<file path="src/rtl/ifetch_pkg.sv">
// Shared constants and types for the instruction-fetch stage.
// Imported by the top level, the hold register and the bench.
package ifetch_pkg;

  localparam int XLEN = 32;
  localparam logic [XLEN-1:0] NOP_INST = 32'h0000_0013;  // addi x0,x0,0

  typedef enum logic [1:0] {
    IDLE = 2'd0,
    WAIT = 2'd1,
    HOLD = 2'd2
  } ifetch_state_t;

endpackage

</file>
<file path="src/rtl/ifetch_hold_reg.sv">
// Output register for the fetched instruction word, its PC and fault flag.
// Loads on load_en; a synchronous reset restores the NOP word with PC 0.
module ifetch_hold_reg
  import ifetch_pkg::*;
(
  input  logic            clk,
  input  logic            rst,
  input  logic            load_en,
  input  logic [XLEN-1:0] data_in,
  input  logic [XLEN-1:0] pc_in,
  input  logic            fault_in,
  output logic [XLEN-1:0] data_q,
  output logic [XLEN-1:0] pc_q,
  output logic            fault_q
);

  logic [XLEN-1:0] data_d;
  logic [XLEN-1:0] pc_d;
  logic            fault_d;

  always_comb begin
    data_d  = data_q;
    pc_d    = pc_q;
    fault_d = fault_q;
    if (load_en) begin
      data_d  = data_in;
      pc_d    = pc_in;
      fault_d = fault_in;
    end
  end

  // NOTE: sequential state uses non-blocking assignments so every flop samples pre-edge values.
  always_ff @(posedge clk) begin
    if (rst) begin
      data_q  <= NOP_INST;
      pc_q    <= '0;
      fault_q <= 1'b0;
    end else begin
      data_q  <= data_d;
      pc_q    <= pc_d;
      fault_q <= fault_d;
    end
  end

endmodule

</file>
<file path="src/rtl/ifetch_stage.sv">
// Instruction-fetch stage: one outstanding imem request at a time, holds the
// returned word for decode and stalls the PC until it is consumed or redirected.
module ifetch_stage
  import ifetch_pkg::*;
(
  input  logic            clk,
  input  logic            rst,
  input  logic [XLEN-1:0] pc_addr,
  input  logic            flush,
  output logic            pc_stall,
  output logic            imem_req,
  output logic [XLEN-1:0] imem_addr,
  input  logic            imem_gnt,
  input  logic            imem_rvalid,
  input  logic [XLEN-1:0] imem_rdata,
  output logic            inst_valid,
  input  logic            inst_ready,
  output logic [XLEN-1:0] inst_data,
  output logic [XLEN-1:0] inst_pc,
  output logic            inst_fault
);

  ifetch_state_t   state_q, state_d;
  logic            kill_q, kill_d;
  logic [XLEN-1:0] req_pc_q, req_pc_d;

  logic            load_en;
  logic [XLEN-1:0] load_data;
  logic [XLEN-1:0] load_pc;
  logic            load_fault;
  logic            misaligned;

  assign misaligned = (pc_addr[1:0] != 2'b00);

  // imem_addr simply mirrors the PC; pc_stall keeps it stable across grant stalls.
  assign imem_addr  = pc_addr;
  assign imem_req   = (state_q == IDLE) && !rst && !flush && !misaligned;
  assign inst_valid = (state_q == HOLD) && !flush;
  assign pc_stall   = rst || !(flush || ((state_q == HOLD) && inst_ready));

  // NOTE: every always_comb output gets a default first, so no path can infer a latch.
  always_comb begin
    state_d    = state_q;
    kill_d     = kill_q;
    req_pc_d   = req_pc_q;
    load_en    = 1'b0;
    load_data  = imem_rdata;
    load_pc    = req_pc_q;
    load_fault = 1'b0;

    unique case (state_q)
      IDLE: begin
        if (!flush) begin
          if (misaligned) begin
            load_en    = 1'b1;
            load_data  = NOP_INST;
            load_pc    = pc_addr;
            load_fault = 1'b1;
            state_d    = HOLD;
          end else if (imem_gnt) begin
            req_pc_d = pc_addr;
            state_d  = WAIT;
          end
        end
      end
      WAIT: begin
        if (imem_rvalid) begin
          if (kill_q || flush) begin
            kill_d  = 1'b0;
            state_d = IDLE;
          end else begin
            load_en = 1'b1;
            state_d = HOLD;
          end
        end else if (flush) begin
          // The response is still owed by memory; remember to discard it.
          kill_d = 1'b1;
        end
      end
      HOLD: begin
        if (flush || inst_ready) state_d = IDLE;
      end
      default: state_d = IDLE;
    endcase
  end

  always_ff @(posedge clk) begin
    if (rst) begin
      state_q  <= IDLE;
      kill_q   <= 1'b0;
      req_pc_q <= '0;
    end else begin
      state_q  <= state_d;
      kill_q   <= kill_d;
      req_pc_q <= req_pc_d;
    end
  end

  ifetch_hold_reg u_hold_reg (
    .clk      (clk),
    .rst      (rst),
    .load_en  (load_en),
    .data_in  (load_data),
    .pc_in    (load_pc),
    .fault_in (load_fault),
    .data_q   (inst_data),
    .pc_q     (inst_pc),
    .fault_q  (inst_fault)
  );

endmodule

</file>
<file path="config.mk">
export PLATFORM = sky130hd
export DESIGN_NAME = ifetch_stage
export DESIGN_NICKNAME = d
export VERILOG_FILES = /design/src/rtl/ifetch_pkg.sv /design/src/rtl/ifetch_hold_reg.sv /design/src/rtl/ifetch_stage.sv
export SDC_FILE = /design/constraint.sdc
export NUM_CORES = 1
export LEC_CHECK = 0
export BUFFER_PORTS_ARGS = -buffer_cell sky130_fd_sc_hd__buf_2
export CAP_MARGIN = 10
export CELL_PAD_IN_SITES_DETAIL_PLACEMENT = 0
export CELL_PAD_IN_SITES_GLOBAL_PLACEMENT = 1
export CORE_ASPECT_RATIO = 0.8
export CORE_UTILIZATION = 35
export CTS_BUF_LIST = sky130_fd_sc_hd__clkbuf_8
export DETAILED_ROUTE_END_ITERATION = 12
export HOLD_SLACK_MARGIN = 0.08
export PLACE_DENSITY = 0.76
export SETUP_SLACK_MARGIN = 0.5
export SYNTH_ARGS = -nofsm -noshare
export SYNTH_HDL_FRONTEND = slang
export SYNTH_HIERARCHICAL = 1
export SYNTH_SLANG_ARGS = --single-unit
export TNS_END_PERCENT = 10
</file>
<file path="constraint.sdc">
create_clock -name clk -period 2 [get_ports clk]
set_input_delay 0.4 -clock clk [delete_from_list [all_inputs] [get_ports clk]]
set_output_delay 0.4 -clock clk [all_outputs]
set_load 0.02 [all_outputs]
</file>
==> key figures <==
Min path
  • HP Start: imem_rvalid
  • Worst Hold Class: in2reg

Floorplanning
  • Initial Utilization: 35.9%
  • Die height: 105 µm
  • Core area: 0.0128 mm²
  • Die area: 0.0136 mm²
  • I/O pins: 170
  • Die X: 130 µm
  • Row count: 37

STA
  • Worst Tran Pin Value: 0.582 ns
  • # setup viols final: 0
  • Clock Skew: 0.0103 ns
  • RSZ-0062 raised after global routing: yes
  • Slew Limit Fails: 0
  • Post-route setup TNS: 0 ns
  • Final period utilization: 95.0%
  • Hold Violations, Final: 0
  • Final Critical Period: 1.90 ns
  • Hold slack final: 0.249 ns
  • F_max: 0.527 GHz
  • Relative slew slack: 61.2%

Detailed routing
  • DRC violation total after the first TritonRoute iteration: 126
  • Antenna-violating nets left: 0
  • DR DRC count: 0
  • Via count: 3854
  • Pre-antenna DRT Iters: 5
  • Routed len/inst: 14.5 µm
  • Routed vias/inst: 4.75
  • Detailed Route WL: 11700 µm

Layout
  • Non-Filler Instances: 812
  • Antenna Cells: 0
  • Layout Nets: 702
  • Area Growth Syn to Fin: 27.1%
  • Final instance area: 0.00585 mm²
  • Layout cell share with drive strength beyond 1: 41.1%

Power
  • Pwr dens: 716 mW/mm²
  • Leak: 0.00267 µW
  • Total power: 4190 µW
  • Maximum vdd drop: 0.336 mV

Logic synthesis
  • Synth top area share: 43.5%
  • Synth Instances: 484
  • Synth Flop Type: dfxtp_1
  • Cell taking the most area after synthesis: dfxtp_1
  • EDFF count, synth: 0
  • Netlist cell types: 30
  • Synth cell count leaders: dfxtp_1 (100), nor2_1 (66), mux2i_1 (62), a21oi_1 (33), buf_4 (33)
  • Mean post-synth cell area: 9.51 µm²
  • Yosys reg bits: 100
  • Largest family of logic cells by synthesized area: multiplexers
  • Net Count, Synth: 554
  • Mux cell area share after synthesis: 20.8%
  • Xor and xnor fraction of the mapped netlist area: 0%
  • Most common cell in the netlist: dfxtp_1
  • Adder-cell area share of the yosys netlist: 0%
  • Post-Syn Area: 0.00460 mm²
  • Post-synthesis simple-gate area fraction: 16.0%
  • Sequential cell area fraction in the yosys report: 43.5%
  • Area fraction in compound gates after synthesis: 8.53%
  • Async S/R FF share, synth: 0%
  • Synth area leaders: dfxtp_1 (43%), mux2i_1 (13%), mux2_2 (7.3%)
  • Ys Warns: 6

Critical path
  • WP data required: 1.60 ns
  • Crit Path Category: reg2out
  • Crit end category: output pin
  • RR Startpoint: state_q[0]$_SDFFE_PP0P_
  • Worst Path Arrival: 1.50 ns
  • Critical Path Start Type: register
  • Worst Setup SP: state_q[0]$_SDFFE_PP0P_
  • Worst-path maximum fanout: 2

Placement
  • Gpl congestion: 0.704
  • HPWL Detailed: 7980 µm
  • Buffers on Ports: 169
  • Area after DPL: 0.00541 mm²
  • Placed Instances: 780

Clocking
  • Num CTS Buffers: 9
  • CTS tree: done
  • CTS Sinks: 100
  • CTS max path bufs: 2
  • Worst-path clk slew: 0.10 ns
  • Latest clock arrival within the worst-skew pair: 0.36 ns
  • CTS root buffer: clkbuf_8
  • Hold Buf Count CTS: 0
  • H-tree levels: 3

GRT
  • First-pass GRT wire length: 18400 µm
  • Initial antenna violation count: 0
  • Vias in the first global route: 3623
  • Largest net degree at the start of global routing: 39
  • Total Routing Usage GR: 17.4%
  • Total global routing overflow: 0

Job
  • Maxcap violations: 0

Outcome
  • Status: completed
logic make-up (layout without fill, tap and decap cells):
logic type             after synthesis  count (layout)
muxes                               92              92
and+or+nand+nor                    148             148
AOI/OAI and AO/OA                   73              73
DFF                                100             100
buffers and inverters               71             224
power by group:
group,switching [µW],leakage [µW],internal (µW)
Clock,680,0.0000907,474
Combinational,501,0.00177,428
Sequential,37.6,0.000813,2070
what timing repair did:
action                     CTS  global route
gates resized for setup     12             4
gates cloned                 3             1
pin swaps                    2             1
setup endpoints to repair   92            93
buffers inserted             3             9
metal layers:
| layer | wire (µm) | track usage [%] | vias to the layer above |
|---|---|---|---|
| met5 | 0 | 0 | - |
| met4 | 141 | 5.07 | 0 |
| met2 | 5700 | 29.2 | 113 |
| met3 | 511 | 3.53 | 12 |
| li1 | - | - | 1897 |
| met1 | 5390 | 22.3 | 1832 |
worst paths after layout:
kind / endpoint / slack [ns] / cells after the start
worst max-delay path: imem_req / 0.10 / 4
worst max register to register: u_hold_reg/pc_q[7]$_SDFFE_PP0P_ / 0.13 / 7
worst min register to register: req_pc_q[12]$_SDFFE_PP0P_ / 0.48 / 2
worst min-delay path: kill_q$_SDFFE_PP0P_ / 0.25 / 2
cells in the final DEF, fill, tap and decap left out, types with 4 or more instances in the layout:
cell / n
o21ai_0: 31
dfxtp_1: 99
nand3_1: 30
buf_2: 167
buf_4: 27
a21oi_1: 33
mux2i_1: 62
mux2_2: 30
buf_12: 5
nor2_1: 66
clkbuf_8: 10
inv_1: 4
nor2b_1: 32
state kept, by name (all words and copies together) (netlist names):
register	cells
kill_q	1
req_pc_q	32
state_q	2
u_hold_reg/data_q	32
u_hold_reg/fault_q	1
u_hold_reg/pc_q	32
layout make-up:
cell class	instances	area, µm²
timing repair buffer	206	1310
multi-input combinational	313	2140
clock buffer	10	138
sequential	100	2000
inverter	2	7.51
tap	175	219
clock inverter	6	32.5
fill	1290	6970
worst max-delay path: stages (launching register included):
cell,delay (ns)
dfxtp_2,0.34
or3_4,0.37
buf_8,0.14
nor4_4,0.11
buf_4,0.17
stage by stage:
stage	utilization, %	setup WS [ns]
floorplan	-	0.243
global placement	42.2	0.0689
detailed placement	42.2	0.0244
CTS	44.8	0.0760
global route	45.6	0.0338
finish	45.6	0.101
No activity file was read; power rests on OpenSTA's default activity.
